===== config.mk =====
export PLATFORM = sky130hd
export DESIGN_NAME = sd_block_read
export DESIGN_NICKNAME = d
export VERILOG_FILES = /design/src/rtl/sd_block_read.sv
export SDC_FILE = /design/constraint.sdc
export NUM_CORES = 1
export LEC_CHECK = 0
export ABC_CLOCK_PERIOD_IN_PS = 6660
export CORE_MARGIN = 8
export CORE_UTILIZATION = 32
export CTS_CLUSTER_DIAMETER = 50
export DETAILED_ROUTE_END_ITERATION = 8
export PLACE_DENSITY = 0.61
export REMOVE_ABC_BUFFERS = 1
export SLEW_MARGIN = 40
export SYNTH_ARGS = -nofsm -noshare
export SYNTH_HDL_FRONTEND = slang
export SYNTH_SLANG_ARGS = --single-unit
export TNS_END_PERCENT = 50

===== constraint.sdc =====
create_clock -name clk -period 6.66 [get_ports clk]
set_input_delay 1.665 -clock clk [delete_from_list [all_inputs] [get_ports clk]]
set_output_delay 1.665 -clock clk [all_outputs]
set_load 0.05 [all_outputs]

===== src/rtl/sd_block_read.sv =====
// sd_block_read: SPI-mode SD single-block reader (CMD17).
// Issues CMD17 for a block, waits for R1 and the 0xFE start token, then
// streams the 512 data bytes out on rd_data/rd_vld. It ends with a one-cycle
// sd_read_ok or sd_read_err pulse.
// Optional build macro SD_BYTE_ADDR_EN: the CMD17 argument becomes
// blk_addr*512 for byte-addressed SDSC cards. Otherwise blk_addr is passed
// unchanged, which suits block-addressed SDHC/SDXC cards.
`timescale 1ns/1ps
module sd_block_read #(
  parameter int CLK_DIV       = 4,
  parameter int RESP_TIMEOUT  = 8,
  parameter int TOKEN_TIMEOUT = 1024
) (
  input  logic        clk,
  input  logic        rst,
  input  logic        init_ok,
  input  logic        sd_ren,
  input  logic [31:0] blk_addr,
  output logic        sd_ck,
  output logic        sd_csn,
  output logic        sd_mosi,
  input  logic        sd_miso,
  output logic [7:0]  rd_data,
  output logic        rd_vld,
  output logic        sd_read_ok,
  output logic        sd_read_err,
  output logic        busy
);

  typedef enum logic [3:0] {
    S_IDLE, S_CMD, S_R1, S_TOKEN, S_DATA, S_CRC,
    S_FINISH, S_ERR, S_DONE_OK, S_DONE_ERR
  } state_t;

  state_t      state;
  logic [15:0] div_cnt;   // clk cycles within one sd_ck half-period
  logic [3:0]  edge_cnt;  // sd_ck edge index within a byte (even = rise)
  logic [6:0]  tx_sh;     // remaining bits of the byte being sent
  logic [6:0]  rx_sh;     // bits received so far in the current byte
  logic [7:0]  rx_byte;   // last complete received byte
  logic [15:0] cnt;       // byte / poll counter of the current state
  logic [31:0] arg;
  logic [7:0]  cmd_next;
  logic        half_done;

  function automatic logic [7:0] cmd_byte(input logic [2:0] idx, input logic [31:0] a);
    case (idx)
      3'd0:    cmd_byte = 8'h51;
      3'd1:    cmd_byte = a[31:24];
      3'd2:    cmd_byte = a[23:16];
      3'd3:    cmd_byte = a[15:8];
      3'd4:    cmd_byte = a[7:0];
      default: cmd_byte = 8'hFF;
    endcase
  endfunction

  // Command byte that follows the one currently on the wire
  always_comb cmd_next = cmd_byte(cnt[2:0] + 3'd1, arg);

  assign half_done = (div_cnt == 16'(CLK_DIV - 1));

  // Transaction FSM with the SPI byte engine; all outputs registered
  always_ff @(posedge clk) begin
    if (rst) begin
      state       <= S_IDLE;
      sd_ck       <= 1'b0;
      sd_csn      <= 1'b1;
      sd_mosi     <= 1'b1;
      rd_data     <= 8'h00;
      rd_vld      <= 1'b0;
      sd_read_ok  <= 1'b0;
      sd_read_err <= 1'b0;
      busy        <= 1'b0;
      div_cnt     <= '0;
      edge_cnt    <= '0;
      tx_sh       <= '1;
      rx_sh       <= '0;
      rx_byte     <= '1;
      cnt         <= '0;
      arg         <= '0;
    end else begin
      rd_vld      <= 1'b0;
      sd_read_ok  <= 1'b0;
      sd_read_err <= 1'b0;
      case (state)
        S_IDLE: begin
          sd_csn  <= 1'b1;
          sd_ck   <= 1'b0;
          sd_mosi <= 1'b1;
          // busy is checked so the terminating pulse cycle cannot accept
          if (sd_ren && init_ok && !busy) begin
`ifdef SD_BYTE_ADDR_EN
            arg <= {blk_addr[22:0], 9'b0};
`else
            arg <= blk_addr;
`endif
            state    <= S_CMD;
            busy     <= 1'b1;
            sd_csn   <= 1'b0;
            sd_mosi  <= 1'b0;      // MSB of 0x51 ready before the first rise
            tx_sh    <= 7'h51;
            div_cnt  <= '0;
            edge_cnt <= '0;
            cnt      <= '0;
          end else begin
            busy <= 1'b0;
          end
        end
        S_DONE_OK: begin
          sd_read_ok <= 1'b1;
          state      <= S_IDLE;
        end
        S_DONE_ERR: begin
          sd_read_err <= 1'b1;
          state       <= S_IDLE;
        end
        default: begin
          if (!half_done) begin
            div_cnt <= div_cnt + 16'd1;
          end else begin
            div_cnt  <= '0;
            sd_ck    <= ~sd_ck;
            edge_cnt <= edge_cnt + 4'd1;
            if (!sd_ck) begin
              // Rising edge: sample MISO; the eighth rise completes a byte
              rx_sh <= {rx_sh[5:0], sd_miso};
              if (edge_cnt == 4'd14) begin
                rx_byte <= {rx_sh, sd_miso};
                if (state == S_DATA) begin
                  rd_data <= {rx_sh, sd_miso};
                  rd_vld  <= 1'b1;
                end
              end
            end else if (edge_cnt != 4'd15) begin
              // Falling edge inside a byte: present the next MOSI bit
              sd_mosi <= tx_sh[6];
              tx_sh   <= {tx_sh[5:0], 1'b1};
            end else begin
              // Falling edge ending a byte: decide what the next byte is.
              // Every byte except command bytes is 0xFF.
              sd_mosi <= 1'b1;
              tx_sh   <= '1;
              case (state)
                S_CMD: begin
                  if (cnt == 16'd5) begin
                    state <= S_R1;
                    cnt   <= '0;
                  end else begin
                    cnt     <= cnt + 16'd1;
                    sd_mosi <= cmd_next[7];
                    tx_sh   <= cmd_next[6:0];
                  end
                end
                S_R1: begin
                  if (rx_byte == 8'h00) begin
                    state <= S_TOKEN;
                    cnt   <= '0;
                  end else if (rx_byte != 8'hFF || cnt == 16'(RESP_TIMEOUT - 1)) begin
                    state  <= S_ERR;
                    sd_csn <= 1'b1;
                  end else begin
                    cnt <= cnt + 16'd1;
                  end
                end
                S_TOKEN: begin
                  if (rx_byte == 8'hFE) begin
                    state <= S_DATA;
                    cnt   <= '0;
                  end else if (rx_byte != 8'hFF || cnt == 16'(TOKEN_TIMEOUT - 1)) begin
                    state  <= S_ERR;
                    sd_csn <= 1'b1;
                  end else begin
                    cnt <= cnt + 16'd1;
                  end
                end
                S_DATA: begin
                  if (cnt == 16'd511) begin
                    state <= S_CRC;
                    cnt   <= '0;
                  end else begin
                    cnt <= cnt + 16'd1;
                  end
                end
                S_CRC: begin
                  if (cnt == 16'd1) begin
                    state  <= S_FINISH;
                    sd_csn <= 1'b1;
                  end else begin
                    cnt <= cnt + 16'd1;
                  end
                end
                S_FINISH: state <= S_DONE_OK;
                S_ERR:    state <= S_DONE_ERR;
                default:  state <= S_IDLE;
              endcase
            end
          end
        end
      endcase
    end
  end

endmodule


; ---- After elaboration in Yosys (flattened, before gate mapping)
; Cells that the tools add are included.
[op_classes]
n_addsub = 4
n_eq_ne = 39
mux = 62
n_bitwise = 5
reduce_logical = 29
[op_table]
columns = operator, count
row1 = 16-bit two-way mux, 12
row2 = 16-bit case mux with 5 select lines, 1
row3 = 16-bit case mux with 2 select lines, 2
row4 = 4-bit two-way mux, 13
row5 = 7-bit two-way mux, 6
row6 = 8-bit case mux with 5 select lines, 1
row7 = "16-bit by 1-bit adder with 16-bit output, second input constant", 2
row8 = "16-bit by 3-bit equality test with 1-bit output, second input constant", 2
row9 = 4-bit case mux with 7 select lines, 1
row10 = 1-bit two-way mux, 19
row11 = 9-bit AND reduction, 2
row12 = "16-bit by 1-bit equality test with 1-bit output, second input constant", 1
row13 = "16-bit by 10-bit equality test with 1-bit output, second input constant", 1
row14 = "16-bit by 2-bit equality test with 1-bit output, second input constant", 1
row15 = "16-bit by 9-bit equality test with 1-bit output, second input constant", 1
row16 = "4-bit by 3-bit equality test with 1-bit output, second input constant", 4
row17 = "4-bit inequality test, second input constant", 4
row18 = 4-bit case mux with 2 select lines, 2
row19 = 7-bit case mux with 2 select lines, 1
row20 = "4-bit equality test, second input constant", 3
row21 = "3-bit inequality test, second input constant", 4
row22 = "5-bit inequality test, second input constant", 2
row23 = 10-bit AND reduction, 1
row24 = "3-bit by 2-bit inequality test with 1-bit output, second input constant", 3
row25 = other kinds (33), 50
[word_totals]
reg_bits = 109
inputBits = 37
output_inout_bits = 15
word_cells = 155

; ---- Depth between registers and ports, before layout
; Gate-level depths: netlist of run 1.
[logic_depth]
ltp_word = 9
mapped_depth = 10
ltp_nobuf = 9

; ---- Least setup slack after synthesis of run 1
; No wires, ideal clock.
[synth_path]
path_kind = input to register
startpoint = in sd_ren
endpoint = reg cnt[10]
setup_ns = 0.074
t_arrival_ns = 3.468
required_ns = 6.586
slack_ns = 3.118
cell_stages = 8
path_buffers = 1
cell_sequence = nand3b_1 > a21oi_1 > o21ai_0 > a211oi_1 > o21ai_4 > or2b_1 > buf_4 > o21ai_0
[synth_between]
elab_chain_len = 4
[synth_rtl]
columns = element, line
row1 = start: declaration, 17  ; input logic sd_ren,
row2 = 1-bit logical AND (2 in series), 91  ; if (sd_ren && init_ok && !busy) begin
row3 = 2-bit inequality test (no source line), --
row4 = 9-bit AND reduction (no source line), --
row5 = end signal: assignment, 149  ; cnt <= cnt + 16'd1;
row6 = end signal: assignment, 162  ; cnt <= cnt + 16'd1;
row7 = end signal: assignment, 173  ; cnt <= cnt + 16'd1;
row8 = end: declaration, 41  ; logic [15:0] cnt;
; No other way between the ends.
; A chain may end at the register's enable or synchronous reset.

; ---- Final worst setup path of run 1
[layout_path]
startpoint = in sd_ren
endpoint = reg cnt[11]
; The elaborated chain is that of the path after synthesis.

==> flow_metrics.tcl, run 1 <==
set metrics [dict create \
    core-area_sq_um 16300 \
    drcViolationCount 0 \
    num-nets-final 727 \
    tightest_slew_ns 0.730 \
    synth_edf_count 0 \
    end_kind "register" \
    rsz0062_at_grt "no" \
    synthAdderAreaFrac_pct 2.13 \
    fin_skew_ns 0.00731 \
    clk_pin_slew_worst_paths_ns 0.07 \
    grt_start_max_net_pins 85 \
    htree_levels 3 \
    synth_cell_types 61 \
    p_total_w 0.00199 \
    placed_cells 890 \
    layout_min_cycle_time_ns 4.30 \
    crit_slowest_cell "or2b_1" \
    cts_setup_buffers 0 \
    final_core_util_pct 38.1 \
    final_cell_mix "dfxtp_1 (109), nand2_1 (103), nor2_1 (75), a21oi_1 (66), clkdlybuf4s50_1 (50)" \
    synth_xor_area_share_pct 1.66 \
    start_util_pct 32.3 \
    cts_tree "built" \
    ys_ff_latch 109 \
    async_reset_ff_share_pct 0 \
    crit_chain "clkdlybuf4s50_1, nand3b_1, a21oi_1, o21ai_0, a211oi_1, o21ai_4, or2b_1, o32ai_1" \
    die_h_um 144 \
    fmax_mhz 233 \
    drive_gt1_share_pct 5.69 \
    cts_buffer_depth 2 \
    finalHoldViolations 0 \
    synth.top_cell.area_share_pct 41.3 \
    crit_required_ns 6.93 \
    wl_per_cell_um 14.4 \
    netlist_top_cells_area "dfxtp_1 (41%), nand2_1 (7.3%), a21oi_1 (6.3%)" \
    final_cells 905 \
    gp_congestion 0.851 \
    numCtsBuffers 9 \
    antenna_cells 0 \
    dp_hpwl_um 8910 \
    dr_total_vias 4733 \
    power_leakage_nw 2.11 \
    setup.worst_path.start_class "input port" \
    grt_usage_pct 12.8 \
    grt_pass1_wl_um 21400 \
    routed_wl_um 13100 \
    setup_viol 0 \
    dieArea_sq_um 20900 \
    root_buffer "clkbuf_16" \
    insertion_delay_ns 0.36 \
    slew_headroom_pct 50.9 \
    fin_setup_tns_ns 0 \
    areaGrowthSynthToFinish_pct 17.9 \
    synthSimpleGateAreaFrac_pct 28.2 \
    cts-resized-gates 0 \
    clock-sinks 109 \
    synth_compound_area_share_pct 19.2 \
    pwr_density_cell_nw_per_um2 320 \
    ant_nets 0 \
    overflow 0 \
    synth_top_family_by_area "simple AND/OR/NAND/NOR gates" \
    path_class "input port to register" \
    synth_top_area_cell "dfxtp_1" \
    fp.dieW_um 144 \
    syn_inst 657 \
    finalCritPeriodShare_pct 64.6 \
    fp-row-count 47 \
    timing.hold.ws_ns 0.457 \
    numPortBuffers 51 \
    antenna_found_initial 0 \
    cp_top_family "compound AO/OA/AOI/OAI gates" \
    synth_area_sq_um 5280 \
    viasPerCell 5.23 \
    path_buf_inv 1 \
    critPathMaxFanout 19 \
    hp-class "register to register" \
    avgSynthCellArea_sq_um 8.04 \
    holdBufCountCts 0 \
    slew_violations 0 \
    synth_flop_cell "dfxtp_1" \
    ir_worst_vdd_uv 143 \
    slowest_delay_ns 0.48 \
    final_common_cell "dfxtp_1" \
    status "complete, no violations" \
    maxCapViolCount 0 \
    crit_arrival_ns 4.57 \
    io_pins 52 \
    yosys_warnings 0 \
    synth_mux_area_share_pct 2.84 \
    drt-pass1-iter-count 5 \
    grt_pass1_vias 4306 \
    drtIter0Drc 349 \
    synth-seq-area-share_pct 41.3 \
]
-- layout make-up --
cell class / count / area, sq um
Fill cell: 1745 / 10100
Multi-Input combinational cell: 487 / 2860
Sequential cell: 109 / 2180
Timing Repair Buffer: 55 / 542
Tap cell: 220 / 275
Clock buffer: 9 / 225
Inverter: 19 / 71.3
Clock inverter: 6 / 68.8
-- Yosys cell counts, types with 4 or more instances --
| cell | instances |
|---|---|
| a21oi_1 | 66 |
| nand3_1 | 14 |
| nor2b_1 | 12 |
| clkbuf_1 | 32 |
| nor2_1 | 77 |
| a311oi_1 | 4 |
| or4_1 | 6 |
| o31ai_1 | 7 |
| mux2i_1 | 15 |
| nand2_1 | 103 |
| inv_1 | 18 |
| a222oi_1 | 8 |
| o32ai_1 | 11 |
| o21ai_0 | 20 |
| a211o_1 | 12 |
| a211oi_1 | 6 |
| or3_1 | 17 |
| ha_1 | 9 |
| nor3_1 | 13 |
| nor4_1 | 13 |
| or2_2 | 4 |
| nand4_1 | 12 |
| xor2_1 | 9 |
| buf_2 | 6 |
| dfxtp_1 | 109 |
| and3_1 | 5 |
-- path summary, 6_finish.rpt --
check	from	end	slack, ns	depth (start not counted)
worst max-delay path	sd_ren	cnt[11]	2.36	8
worst min-delay path	arg[26]	arg[26]	0.46	2
worst max register to register	div_cnt[0]	rd_data[7]	2.87	8
worst min register to register	arg[26]	arg[26]	0.46	2
-- tightest hold or removal path, cell delays in order, from the launching register on --
cell     delay, ns
dfxtp_1       0.31
nand2_1       0.05
a21oi_1       0.05
-- power by group --
part / total (W) / switching (W) / internal, W / leakage [nW]
Clock: 0.000547 / 0.000253 / 0.000293 / 0.143
Sequential: 0.000763 / 0.0000531 / 0.000710 / 0.883
Combinational: 0.000684 / 0.000454 / 0.000230 / 1.09
-- cell families after synthesis --
logic type	after synthesis
XOR/XNOR	10
flip-flops	109
AO/OA/AOI/OAI	151
buffers and inverters	61
adder cells (fa/ha/maj)	9
AND/OR/NAND/NOR	302
multiplexers	15
-- stage by stage --
stage	setup WS [ns]	cell area (sq um)
after floorplan	2.98	5100
after global placement	2.09	5920
after detailed placement	2.00	5930
after CTS	2.37	6220
after global routing	2.15	6230
final	2.36	6230
-- layer usage --
metal  routed length, um  vias up  GRT usage [%]
met5                   0        -              0
met4                 361        0           6.52
met3                 580       23           2.84
met2                5700       90           19.3
met1                6410     2215           16.8
li1                    -     2405              -
-- registers in the layout, summed over array words and instances, names as in the netlist, 7 cells and up --
register  cells
arg          32
cnt          16
div_cnt      16
rd_data       8
rx_byte       8
rx_sh         7
tx_sh         7
No activity file was read; power rests on OpenSTA's default activity.
==> run 2: changes to the inputs <==
--- a/config.mk
+++ b/config.mk
@@ -5,12 +5,12 @@
 export SDC_FILE = /design/constraint.sdc
 export NUM_CORES = 1
 export LEC_CHECK = 0
-export ABC_CLOCK_PERIOD_IN_PS = 6660
+export ABC_CLOCK_PERIOD_IN_PS = 3700
 export CORE_MARGIN = 8
 export CORE_UTILIZATION = 32
 export CTS_CLUSTER_DIAMETER = 50
 export DETAILED_ROUTE_END_ITERATION = 8
-export PLACE_DENSITY = 0.61
+export PLACE_DENSITY = 0.63
 export REMOVE_ABC_BUFFERS = 1
 export SLEW_MARGIN = 40
 export SYNTH_ARGS = -nofsm -noshare
==> constraint.sdc (replaced) <==
create_clock -name clk -period 3.7 [get_ports clk]
set_input_delay 0.925 -clock clk [delete_from_list [all_inputs] [get_ports clk]]
set_output_delay 0.925 -clock clk [all_outputs]
set_load 0.05 [all_outputs]
==> flow_metrics.tcl, run 2 (synthesis gave the netlist of run 1 again) <==
set metrics [dict create \
    status "complete, no violations" \
    drive_gt1_share_pct 6.64 \
    crit_required_ns 3.91 \
    antenna_cells 0 \
    htree_levels 3 \
    ff2ff_path_depth 7 \
    grt_usage_pct 12.9 \
    fmax_mhz 299 \
    final_cell_mix "dfxtp_1 (109), nand2_1 (103), nor2_1 (76), a21oi_1 (66), clkdlybuf4s50_1 (50)" \
    slew_violations 0 \
    whs_endpoint "arg[1]" \
    wl_per_cell_um 14.2 \
    switching_share_pct 36.7 \
    power_frac_clock_pct 28.3 \
    top_register "arg" \
    final_common_cell "dfxtp_1" \
    cts-resized-gates 0 \
    hp-start "arg[1]" \
    routed_wl_um 13000 \
    viasPerCell 5.15 \
    grt_pass1_wl_um 21800 \
    tightest_slew_ns 0.706 \
    io_pins 52 \
    numCtsBuffers 9 \
    clk_pin_slew_worst_paths_ns 0.07 \
    root_buffer "clkbuf_16" \
    largest_reg_flops 32 \
    path_class "register to register" \
    timing.rr.end "cnt[10]" \
    hp-class "register to register" \
    finalCritPeriodShare_pct 90.3 \
    dieArea_sq_um 20900 \
    ant_nets 0 \
    fin_skew_ns 0.00810 \
    power_leakage_nw 2.16 \
    min_path_cells 2 \
    rsz0062_at_grt "no" \
    fill_cells 1751 \
    layout_min_cycle_time_ns 3.34 \
    cts_buffer_depth 2 \
    critPathMaxFanout 19 \
    setup.worst_path.start_class "register" \
    finalHoldViolations 0 \
    multi_input_area_sq_um 2860 \
    pwr_density_cell_nw_per_um2 582 \
    pwr-share-comb_pct 34.2 \
    end_kind "register" \
    p_total_w 0.00367 \
    dp_hpwl_um 9000 \
    fp-row-count 47 \
    seqPwrFrac_pct 37.5 \
    power.internal_w 0.00232 \
    grt_pass1_vias 4341 \
    fin_setup_tns_ns 0 \
    insertion_delay_ns 0.35 \
    drt-pass1-iter-count 6 \
    setup_viol 0 \
    slew_headroom_pct 52.5 \
    gp_congestion 0.853 \
    grt_start_max_net_pins 52 \
    maxCapViolCount 0 \
    dr_total_vias 4706 \
    seqCellArea_sq_um 2180 \
    drcViolationCount 0 \
    start_util_pct 32.3 \
    die_h_um 144 \
    areaGrowthSynthToFinish_pct 19.5 \
    core-area_sq_um 16300 \
    drtIter0Drc 332 \
    overflow 0 \
    fp.dieW_um 144 \
    crit_arrival_ns 3.56 \
    p_switching_w 0.00135 \
    timing.reg2reg.setup_slack_ns 0.36 \
    r2r_start "cnt[10]" \
    ir_worst_vdd_uv 272 \
    num-nets-final 735 \
    cts_setup_buffers 0 \
    clock-sinks 109 \
    holdBufCountCts 0 \
    cts_tree "built" \
    numPortBuffers 51 \
    antenna_found_initial 0 \
    reg.largest.list "arg x32, cnt x16, div_cnt x16" \
]
-- run 2: cell types whose count changed in the layout (fill, tap and decap cells not counted), sizes merged --
cell    previous run  this run
inv               21        18
clkbuf             9        10
clkinv             2         3
bufinv             1         2
buf                5        13
-- run 2: stage by stage --
| step | cell area [sq um] | std cells | util (%) | worst slack, ns | hold WS [ns] |
|---|---|---|---|---|---|
| floorplan | 5100 | 615 | - | 0.673 | 0.430 |
| global placement | 5980 | 898 | 36.6 | 0.183 | 0.443 |
| detailed placement | 5990 | 898 | 36.6 | 0.0924 | 0.449 |
| CTS | 6310 | 913 | 38.6 | 0.350 | 0.459 |
| global route | 6310 | 913 | 38.6 | 0.0753 | 0.470 |
| finish | 6310 | 913 | 38.6 | 0.358 | 0.457 |
-- run 2: power by group through the flow --
stage / logic, W / clock network (W) / registers [W]
2_1_floorplan: 0.000818 / 0 / 0.00141
3_3_place_gp: 0.00124 / 0 / 0.00140
3_5_place_dp: 0.00125 / 0 / 0.00140
4_1_cts: 0.00126 / 0.00106 / 0.00138
5_1_grt: 0.00139 / 0.00111 / 0.00139
6_report: 0.00126 / 0.00104 / 0.00138
-- run 2: worst max-delay path: stages (launching register included) --
cell      delay, ns
dfxtp_1        0.34
or4_1          0.67
or4_4          0.60
a311oi_1       0.29
o31ai_1        0.19
o21ai_4        0.46
or2b_1         0.48
o21ai_0        0.17
-- run 2: layout make-up --
type	instances	area share (%)
Multi-Input combinational cell	487	45.3
Sequential cell	109	34.6
Timing Repair Buffer	63	9.48
Tap cell	220	4.36
Clock buffer	10	3.79
Clock inverter	5	1.35
Inverter	19	1.13
-- run 2: worst max-delay path by stage --
stage                          start    endpoint  slack (ns)
after floorplan           div_cnt[0]  rd_data[0]        0.67
after global placement        sd_ren     cnt[11]        0.18
after detailed placement      sd_ren     cnt[11]        0.09
after CTS                    cnt[10]     cnt[10]        0.35
after global routing        state[0]     cnt[10]        0.08
final                        cnt[10]     cnt[10]        0.36
-- run 2: routing by layer --
metal / GRT usage [%] / up-vias / part of all wire, %
met5: 0 / - / 0
met4: 4.60 / 0 / 1.8
met3: 2.84 / 16 / 4.2
met2: 19.7 / 88 / 45
met1: 17.3 / 2193 / 49
li1: - / 2409 / -
==> run 3: changes to the inputs <==
--- a/config.mk
+++ b/config.mk
@@ -7,10 +7,10 @@
 export LEC_CHECK = 0
 export ABC_CLOCK_PERIOD_IN_PS = 3700
 export CORE_MARGIN = 8
-export CORE_UTILIZATION = 32
+export CORE_UTILIZATION = 52
 export CTS_CLUSTER_DIAMETER = 50
 export DETAILED_ROUTE_END_ITERATION = 8
-export PLACE_DENSITY = 0.63
+export PLACE_DENSITY = 0.88
 export REMOVE_ABC_BUFFERS = 1
 export SLEW_MARGIN = 40
 export SYNTH_ARGS = -nofsm -noshare
==> flow_metrics.tcl, run 3 (synthesis gave the netlist of run 1 again) <==
set metrics [dict create \
    numPortBuffers 51 \
    insertion_delay_ns 0.38 \
    fp-row-count 36 \
    grt_pass1_vias 4804 \
    core-area_sq_um 9820 \
    fin_skew_ns 0.0137 \
    setup_viol 0 \
    final_common_cell "dfxtp_1" \
    fp.dieW_um 117 \
    maxCapViolCount 0 \
    clk_pin_slew_worst_paths_ns 0.10 \
    cts_setup_buffers 0 \
    p_switching_w 0.00134 \
    placed_cells 810 \
    dr_total_vias 4947 \
    setup.worst_path.start_class "register" \
    crit_required_ns 3.94 \
    status "complete, no violations" \
    seqPwrFrac_pct 41.5 \
    overflow 0 \
    power_leakage_nw 2.09 \
    antenna_found_initial 0 \
    drive_gt1_share_pct 6.35 \
    drcViolationCount 0 \
    ir_worst_vdd_uv 351 \
    die_h_um 117 \
    ant_nets 0 \
    power_frac_clock_pct 20.5 \
    cts_tree "built" \
    root_buffer "clkbuf_8" \
    viasPerCell 5.99 \
    num-nets-final 734 \
    io_pins 52 \
    cts_buffer_depth 2 \
    reg.largest.list "arg x32, cnt x16, div_cnt x16" \
    slew_headroom_pct 52.1 \
    drt-pass1-iter-count 6 \
    gp_congestion 0.920 \
    hp-class "register to register" \
    dieArea_sq_um 13600 \
    switching_share_pct 40.3 \
    slew_violations 0 \
    largest_reg_flops 32 \
    dp_hpwl_um 8910 \
    grt_usage_pct 18.9 \
    p_total_w 0.00332 \
    layout_setup_ws_ns 0.469 \
    dp_slack_ns 0.242 \
    layout_min_cycle_time_ns 3.23 \
    finalHoldViolations 0 \
    power.internal_w 0.00198 \
    areaGrowthSynthToFinish_pct 14.6 \
    cts-resized-gates 0 \
    crit_arrival_ns 3.47 \
    numCtsBuffers 9 \
    fmax_mhz 309 \
    htree_levels 3 \
    grt_pass1_wl_um 21400 \
    drtIter0Drc 451 \
    clock-sinks 109 \
    path_class "register to register" \
    pwr_density_cell_nw_per_um2 549 \
    rsz0062_at_grt "no" \
    end_kind "register" \
    fin_setup_tns_ns 0 \
    final_cell_mix "dfxtp_1 (109), nand2_1 (103), nor2_1 (76), a21oi_1 (66), clkdlybuf4s50_1 (50)" \
    finalCritPeriodShare_pct 87.3 \
    wl_per_cell_um 15.4 \
    grt_start_max_net_pins 89 \
    antenna_cells 0 \
    routed_wl_um 12700 \
    critPathMaxFanout 19 \
    final_cells 826 \
    top_register "arg" \
    tightest_slew_ns 0.711 \
    pwr-share-comb_pct 38.0 \
    start_util_pct 53.8 \
    holdBufCountCts 0 \
]
-- run 3: critical path, cell delays in order, from the launching register on --
cell and delay [ns]:
dfxtp_1 0.35, or4_1 0.65, or4_4 0.60, a311oi_1 0.28
o31ai_1 0.20, o21ai_4 0.46, or2b_1 0.25, buf_4 0.20
o32ai_1 0.09
-- run 3: path summary, 6_finish.rpt --
kind	slack [ns]	cells past startpoint	endpoint	from
max reg2reg	0.47	8	cnt[12]	cnt[10]
min reg2reg	0.46	2	arg[16]	arg[16]
min	0.46	2	arg[16]	arg[16]
max	0.47	8	cnt[12]	cnt[10]
-- run 3: area by class of cell --
class                      count  area, sq um
fill                         879         3770
multi-input combinational    487         2850
sequential                   109         2180
timing repair buffer          62          594
tap                          133          166
clock buffer                  10          128
inverter                      19         71.3
clock inverter                 6         57.6
-- run 3: per-layer routing --
metal  up-vias  global-route usage, %  wire [um]
met4         0                   7.51        180
li1       2407                      -          -
met5         -                      0          0
met3        18                   3.52        621
met1      2344                   23.3       5650
met2       178                   32.0       6270
-- run 3: power groups by stage --
stage | clock, W | sequential (W) | combinational [W]
floorplan | 0 | 0.00141 | 0.000818
global placement | 0 | 0.00139 | 0.00120
detailed placement | 0 | 0.00140 | 0.00124
CTS | 0.000691 | 0.00137 | 0.00124
global route | 0.000745 | 0.00139 | 0.00138
finish | 0.000682 | 0.00138 | 0.00126
-- run 3: per-stage QoR --
step / utilization (%) / instance area, sq um / hold slack [ns]
5_1_grt: 61.6 / 6050 / 0.479
6_report: 61.6 / 6050 / 0.462
3_3_place_gp: 59.7 / 5860 / 0.444
4_1_cts: 61.6 / 6050 / 0.461
2_1_floorplan: - / 5100 / 0.430
3_5_place_dp: 59.7 / 5860 / 0.448
